[config.mk]
export PLATFORM = sky130hd
export DESIGN_NAME = sdram_arbiter
export DESIGN_NICKNAME = d
export VERILOG_FILES = /design/src/rtl/zx_mem_pkg.sv /design/src/rtl/sdram_arbiter_slot_phase.sv /design/src/rtl/sdram_arbiter.sv
export SDC_FILE = /design/constraint.sdc
export NUM_CORES = 1
export LEC_CHECK = 0
export BUFFER_PORTS_ARGS = -buffer_cell sky130_fd_sc_hd__buf_2
export CORE_MARGIN = 4
export CORE_UTILIZATION = 44
export DETAILED_ROUTE_END_ITERATION = 16
export GPL_ROUTABILITY_DRIVEN = 0
export PLACE_DENSITY = 0.79
export SETUP_SLACK_MARGIN = 0.3
export SKIP_CTS_REPAIR_TIMING = 1
export SLEW_MARGIN = 10
export SYNTH_ARGS = -nofsm -noshare
export SYNTH_HDL_FRONTEND = slang
export SYNTH_SLANG_ARGS = --single-unit
[constraint.sdc]
create_clock -name clock -period 2.4 [get_ports clock]
set_clock_uncertainty 0.1 [all_clocks]
set_input_delay 0.36 -clock clock [delete_from_list [all_inputs] [get_ports clock]]
set_output_delay 0.36 -clock clock [all_outputs]
set_load 0.1 [all_outputs]
[src/rtl/zx_mem_pkg.sv]
// Shared types and slot constants for the SDRAM time-slot arbiter.
package zx_mem_pkg;

    typedef enum logic [1:0] {NONE, VID, CPU, DMA} owner_t;
    typedef enum logic [1:0] {IDLE, ISSUE, WAIT} arb_state_t;

    localparam logic [3:0] SLOT_VID   = 4'd0;
    localparam logic [3:0] SLOT_SHR   = 4'd8;
    localparam logic [3:0] TO_VID     = 4'd7;
    localparam logic [3:0] TO_SHR     = 4'd15;
    localparam logic [1:0] DMA_STARVE = 2'd3;

    // The CPU never sees the video slot; a starved DMA pre-empts the CPU in the shared slot.
    function automatic owner_t pick_winner(input logic shared, input logic vid_req,
                                           input logic cpu_req, input logic dma_req,
                                           input logic starved);
        owner_t w;
        w = NONE;
        if (!shared) begin
            if (vid_req)      w = VID;
            else if (dma_req) w = DMA;
        end else begin
            if (dma_req && starved) w = DMA;
            else if (cpu_req)       w = CPU;
            else if (dma_req)       w = DMA;
        end
        return w;
    endfunction

endpackage

[src/rtl/sdram_arbiter_slot_phase.sv]
// 16-clock frame phase counter, realigned by the 3.5 MHz sync strobe.
module slot_phase
    import zx_mem_pkg::*;
(
    input  logic clock,
    input  logic power,
    input  logic sync,
    output logic slot_start,
    output logic slot_kind,
    output logic slot_end
);

    logic [3:0] r_ph;

    always_ff @(posedge clock or negedge power) begin
        if (!power)    r_ph <= 4'd0;
        else if (sync) r_ph <= 4'd0;
        else           r_ph <= r_ph + 4'd1;
    end

    assign slot_start = (r_ph == SLOT_VID) || (r_ph == SLOT_SHR);
    assign slot_kind  = r_ph[3];
    assign slot_end   = (r_ph == TO_VID) || (r_ph == TO_SHR);

endmodule

[src/rtl/sdram_arbiter.sv]
// Shares the SDRAM port between video, CPU and DMA: one command per 8-clock slot,
// video slot in phases 0-7, CPU/DMA shared slot in phases 8-15.
module sdram_arbiter
    import zx_mem_pkg::*;
(
    input  logic        clock,
    input  logic        power,
    input  logic        sync,
    input  logic        vid_req,
    input  logic [23:0] vid_a,
    output logic [7:0]  vid_q,
    output logic        vid_ack,
    input  logic        cpu_req,
    input  logic        cpu_we,
    input  logic [23:0] cpu_a,
    input  logic [7:0]  cpu_d,
    output logic [7:0]  cpu_q,
    output logic        cpu_ack,
    input  logic        dma_req,
    input  logic        dma_we,
    input  logic [23:0] dma_a,
    input  logic [7:0]  dma_d,
    output logic [7:0]  dma_q,
    output logic        dma_ack,
    output logic        mem_req,
    output logic        mem_we,
    output logic [23:0] mem_a,
    output logic [7:0]  mem_d,
    input  logic        mem_ack,
    input  logic [7:0]  mem_q,
    output logic        err
);

    logic       w_slot_start, w_slot_kind, w_slot_end;
    logic       w_issue, w_done, w_timeout;
    owner_t     w_winner, r_owner;
    arb_state_t r_state, w_state_nxt;
    logic [1:0] r_dma_wait;
    logic        r_mem_req, r_mem_we, r_err;
    logic [23:0] r_mem_a;
    logic [7:0]  r_mem_d, r_vid_q, r_cpu_q, r_dma_q;
    logic        r_vid_ack, r_cpu_ack, r_dma_ack;

    slot_phase u_phase (
        .clock      (clock),
        .power      (power),
        .sync       (sync),
        .slot_start (w_slot_start),
        .slot_kind  (w_slot_kind),
        .slot_end   (w_slot_end)
    );

    always_comb begin
        w_winner = pick_winner(w_slot_kind, vid_req, cpu_req, dma_req,
                               r_dma_wait == DMA_STARVE);
    end

    always_ff @(posedge clock or negedge power) begin
        if (!power) r_state <= IDLE;
        else        r_state <= w_state_nxt;
    end

    // Ack beats timeout when both land on the slot's last phase.
    always_comb begin
        w_state_nxt = r_state;
        w_issue     = 1'b0;
        w_done      = 1'b0;
        w_timeout   = 1'b0;
        case (r_state)
            IDLE: if (w_slot_start && w_winner != NONE) begin
                w_issue     = 1'b1;
                w_state_nxt = ISSUE;
            end
            ISSUE: w_state_nxt = WAIT;
            WAIT: if (mem_ack) begin
                w_done      = 1'b1;
                w_state_nxt = IDLE;
            end else if (w_slot_end) begin
                w_timeout   = 1'b1;
                w_state_nxt = IDLE;
            end
            default: w_state_nxt = IDLE;
        endcase
    end

    always_ff @(posedge clock or negedge power) begin
        if (!power) begin
            r_owner    <= NONE;
            r_dma_wait <= 2'd0;
            r_mem_req  <= 1'b0;
            r_mem_we   <= 1'b0;
            r_mem_a    <= 24'd0;
            r_mem_d    <= 8'd0;
            r_vid_q    <= 8'd0;
            r_cpu_q    <= 8'd0;
            r_dma_q    <= 8'd0;
            r_vid_ack  <= 1'b0;
            r_cpu_ack  <= 1'b0;
            r_dma_ack  <= 1'b0;
            r_err      <= 1'b0;
        end else begin
            r_mem_req <= w_issue;
            r_vid_ack <= 1'b0;
            r_cpu_ack <= 1'b0;
            r_dma_ack <= 1'b0;
            if (w_issue) begin
                r_owner <= w_winner;
                case (w_winner)
                    VID: begin r_mem_we <= 1'b0;   r_mem_a <= vid_a; r_mem_d <= 8'd0;  end
                    CPU: begin r_mem_we <= cpu_we; r_mem_a <= cpu_a; r_mem_d <= cpu_d; end
                    DMA: begin r_mem_we <= dma_we; r_mem_a <= dma_a; r_mem_d <= dma_d; end
                    default: ;
                endcase
                // Starvation count only tracks shared-slot outcomes.
                if (w_slot_kind) begin
                    if (w_winner == DMA) r_dma_wait <= 2'd0;
                    else if (dma_req)    r_dma_wait <= r_dma_wait + 2'd1;
                end
            end
            if (w_done) begin
                case (r_owner)
                    VID: begin r_vid_q <= mem_q; r_vid_ack <= 1'b1; end
                    CPU: begin r_cpu_q <= mem_q; r_cpu_ack <= 1'b1; end
                    DMA: begin r_dma_q <= mem_q; r_dma_ack <= 1'b1; end
                    default: ;
                endcase
            end
            if (w_timeout) r_err <= 1'b1;
        end
    end

    assign mem_req = r_mem_req;
    assign mem_we  = r_mem_we;
    assign mem_a   = r_mem_a;
    assign mem_d   = r_mem_d;
    assign vid_q   = r_vid_q;
    assign cpu_q   = r_cpu_q;
    assign dma_q   = r_dma_q;
    assign vid_ack = r_vid_ack;
    assign cpu_ack = r_cpu_ack;
    assign dma_ack = r_dma_ack;
    assign err     = r_err;

endmodule

==> summary.txt <==
Status = finished, final reports clean
Most frequent cell after synthesis = dfrtp_1
Largest incremental delay on the critical path = 0.39 ns
WL/cell = 15.8 um
Crit-path cells = ha_1, nand3b_1, and3_1, buf_4, a222oi_1, a21oi_1
First-pass GRT wire length = 13400 um
Largest net degree at the start of global routing = 39
Synth Instances = 256
Dpl cells = 512
Total Routed Length = 8360 um
Layout cells sized above 1 = 0.512
Clk Latency, worst-skew pair = 0.33 ns
Fin crit share = 0.797
Max Slew Vio Count = 0
Layout area overhead = 37.9%
Unique masters post-synth = 30
Synth Cell Area = 0.00307 mm2
Root buffer cell = clkbuf_8
Row cnt = 30
Clock Pin Slew Worst Setup and Hold Paths = 0.07 ns
Leading area contributor after synthesis = dfrtp_1
Number of global-route vias before repair = 2768
H-tree level count = 3
Number of port buffers = 166
Slew HR = 0.666
Fin. Hold Viols = 0
Final global-route overflow total = 0
Synthesized flop and latch total = 72
Max-cap viol count = 0
Die Ht = 91.5 um
Avg Inst Size Synth = 12.0 um2
Starting density of the core = 0.452
Final net count = 536
Asr flop ratio synth = 1.00
Total track usage = 0.204
Total CTS buffers = 9
Vias after detailed routing = 2786
Unrepaired setup endpoints after global routing = false
Clock Path Buffers = 2
Worst path slowest cell = dfrtp_1
Initial antenna violation count = 0
Antenna cell count = 0
Total clock sinks = 72
Via/cell ratio = 5.28
Area share of the largest cell type after synthesis = 0.587
Min-Delay Path Class = in2reg
Seq/Total Area, Yosys = 0.587
Area contributors post-synth = dfrtp_1 (59%), mux2_2 (9.2%), a222oi_1 (7.8%), a21oi_1 (5.7%), nor2_1 (4.8%)
Synth top cells by count = dfrtp_1 (72), nor2_1 (39), a21oi_1 (35)
Setup TNS = 0 ns
Io pins = 167
Iteration count of the initial detailed-routing pass = 8
Number of flops mapped to enable cells by yosys = 0
Post-Syn Nets = 364
Arrival time worst endpoint = 2.02 ns
Detailed Place HPWL = 6300 um
Final setup fails = 0
Req. time, crit path = 2.51 ns
Yosys synthesis warning count = 0
Max Freq = 523 MHz
Final ANT Viol Nets = 0
Crit Path Max Fanout = 15
Critical Path End Type = flip-flop
Initial DRC count = 169
Startpoint Class = flip-flop
Die footprint = 0.00838 mm2
Crit Path Category = reg2reg
Drc violations = 0
Dominant synthesized flop cell = dfrtp_1
CTS tree = done
Slew @ Worst Pin = 0.500 ns
Final std cells w/o fill = 528
Die X = 91.5 um
Final min period = 1.91 ns
Area of the core = 0.00679 mm2
[logic make-up (layout without fill, tap and decap cells)]
group	after synthesis	count (layout)	share of synthesized area
XOR/XNOR	2	2	0.00571
AO/OA/AOI/OAI	76	76	0.180
buffers and inverters	21	197	0.0355
adder cells (fa/ha/maj)	3	3	0.0122
multiplexers	25	25	0.0917
AND/OR/NAND/NOR	57	57	0.0881
flip-flops	72	72	0.587
[worst paths after layout]
path	from	end	slack, ns	cells after the start
min in group asynchronous	power	cpu_q[5]	0.37	2
max in group asynchronous	power	mem_a[22]	1.29	3
max reg2reg	r_dma_wait[0]	mem_a[1]	0.49	6
min reg2reg	err	err	0.39	1
max	r_dma_wait[0]	mem_a[1]	0.49	6
min	sync	u_phase.r_ph[0]	0.12	2
[per-layer routing]
metal | vias to the layer above | global-route usage | part of all wire
li1 | 1306 | - | -
met1 | 1329 | 0.267 | 0.43
met2 | 144 | 0.328 | 0.48
met3 | 7 | 0.0481 | 0.079
met4 | 0 | 0.0791 | 0.0096
met5 | - | 0 | 0
[area by class of cell]
type / count / area (um2)
flip-flops and latches: 72 / 1800
well taps: 96 / 120
clock inverters: 4 / 70.1
clock buffers: 11 / 131
fillers: 585 / 2560
inverters: 5 / 18.8
repair buffers: 177 / 928
multi-input cells: 163 / 1160
[stage by stage]
step	area (um2)	hold slack, ns	setup slack [ns]	util
4_1_cts	4220	-0.176	0.492	0.622
3_3_place_gp	4020	0.191	0.484	0.592
3_5_place_dp	4020	0.193	0.504	0.592
5_1_grt	4230	0.108	0.335	0.623
2_1_floorplan	3070	-0.0356	0.592	-
6_report	4230	0.124	0.488	0.623
[critical path: cells and delay by family (launching register included)]
family,cells,cell delay [ns]
AOI/OAI and AO/OA,2,0.50
DFF,1,0.39
and+or+nand+nor,2,0.38
adders and majority gates,1,0.23
buffers and inverters,1,0.19
[sequential cells by signal, summed over array words and instances (netlist names)]
signal	flops
dma_ack	1
u_phase.r_ph	4
cpu_q	8
mem_a	24
mem_we	1
err	1
r_owner	2
mem_req	1
vid_ack	1
vid_q	8
dma_q	8
cpu_ack	1
mem_d	8
r_dma_wait	2
r_state	2
[placed cells by master (no fill, tap or decap), types with 2 or more instances in the layout]
master       n
buf_2      166
dfrtp_1     72
nor2_1      39
a21oi_1     34
mux2_2      25
a222oi_1    24
a22oi_1      9
clkbuf_8     9
buf_4        9
nand2_1      6
inv_1        5
nand3_1      3
ha_1         3
xnor2_1      2
nor2_2       2
a31oi_1      2
bufinv_16    2
clkinv_2     2
clkbuf_1     2
Power is not shown: default switching activity piles up to over one toggle a cycle in this logic, so the estimate is an artifact.
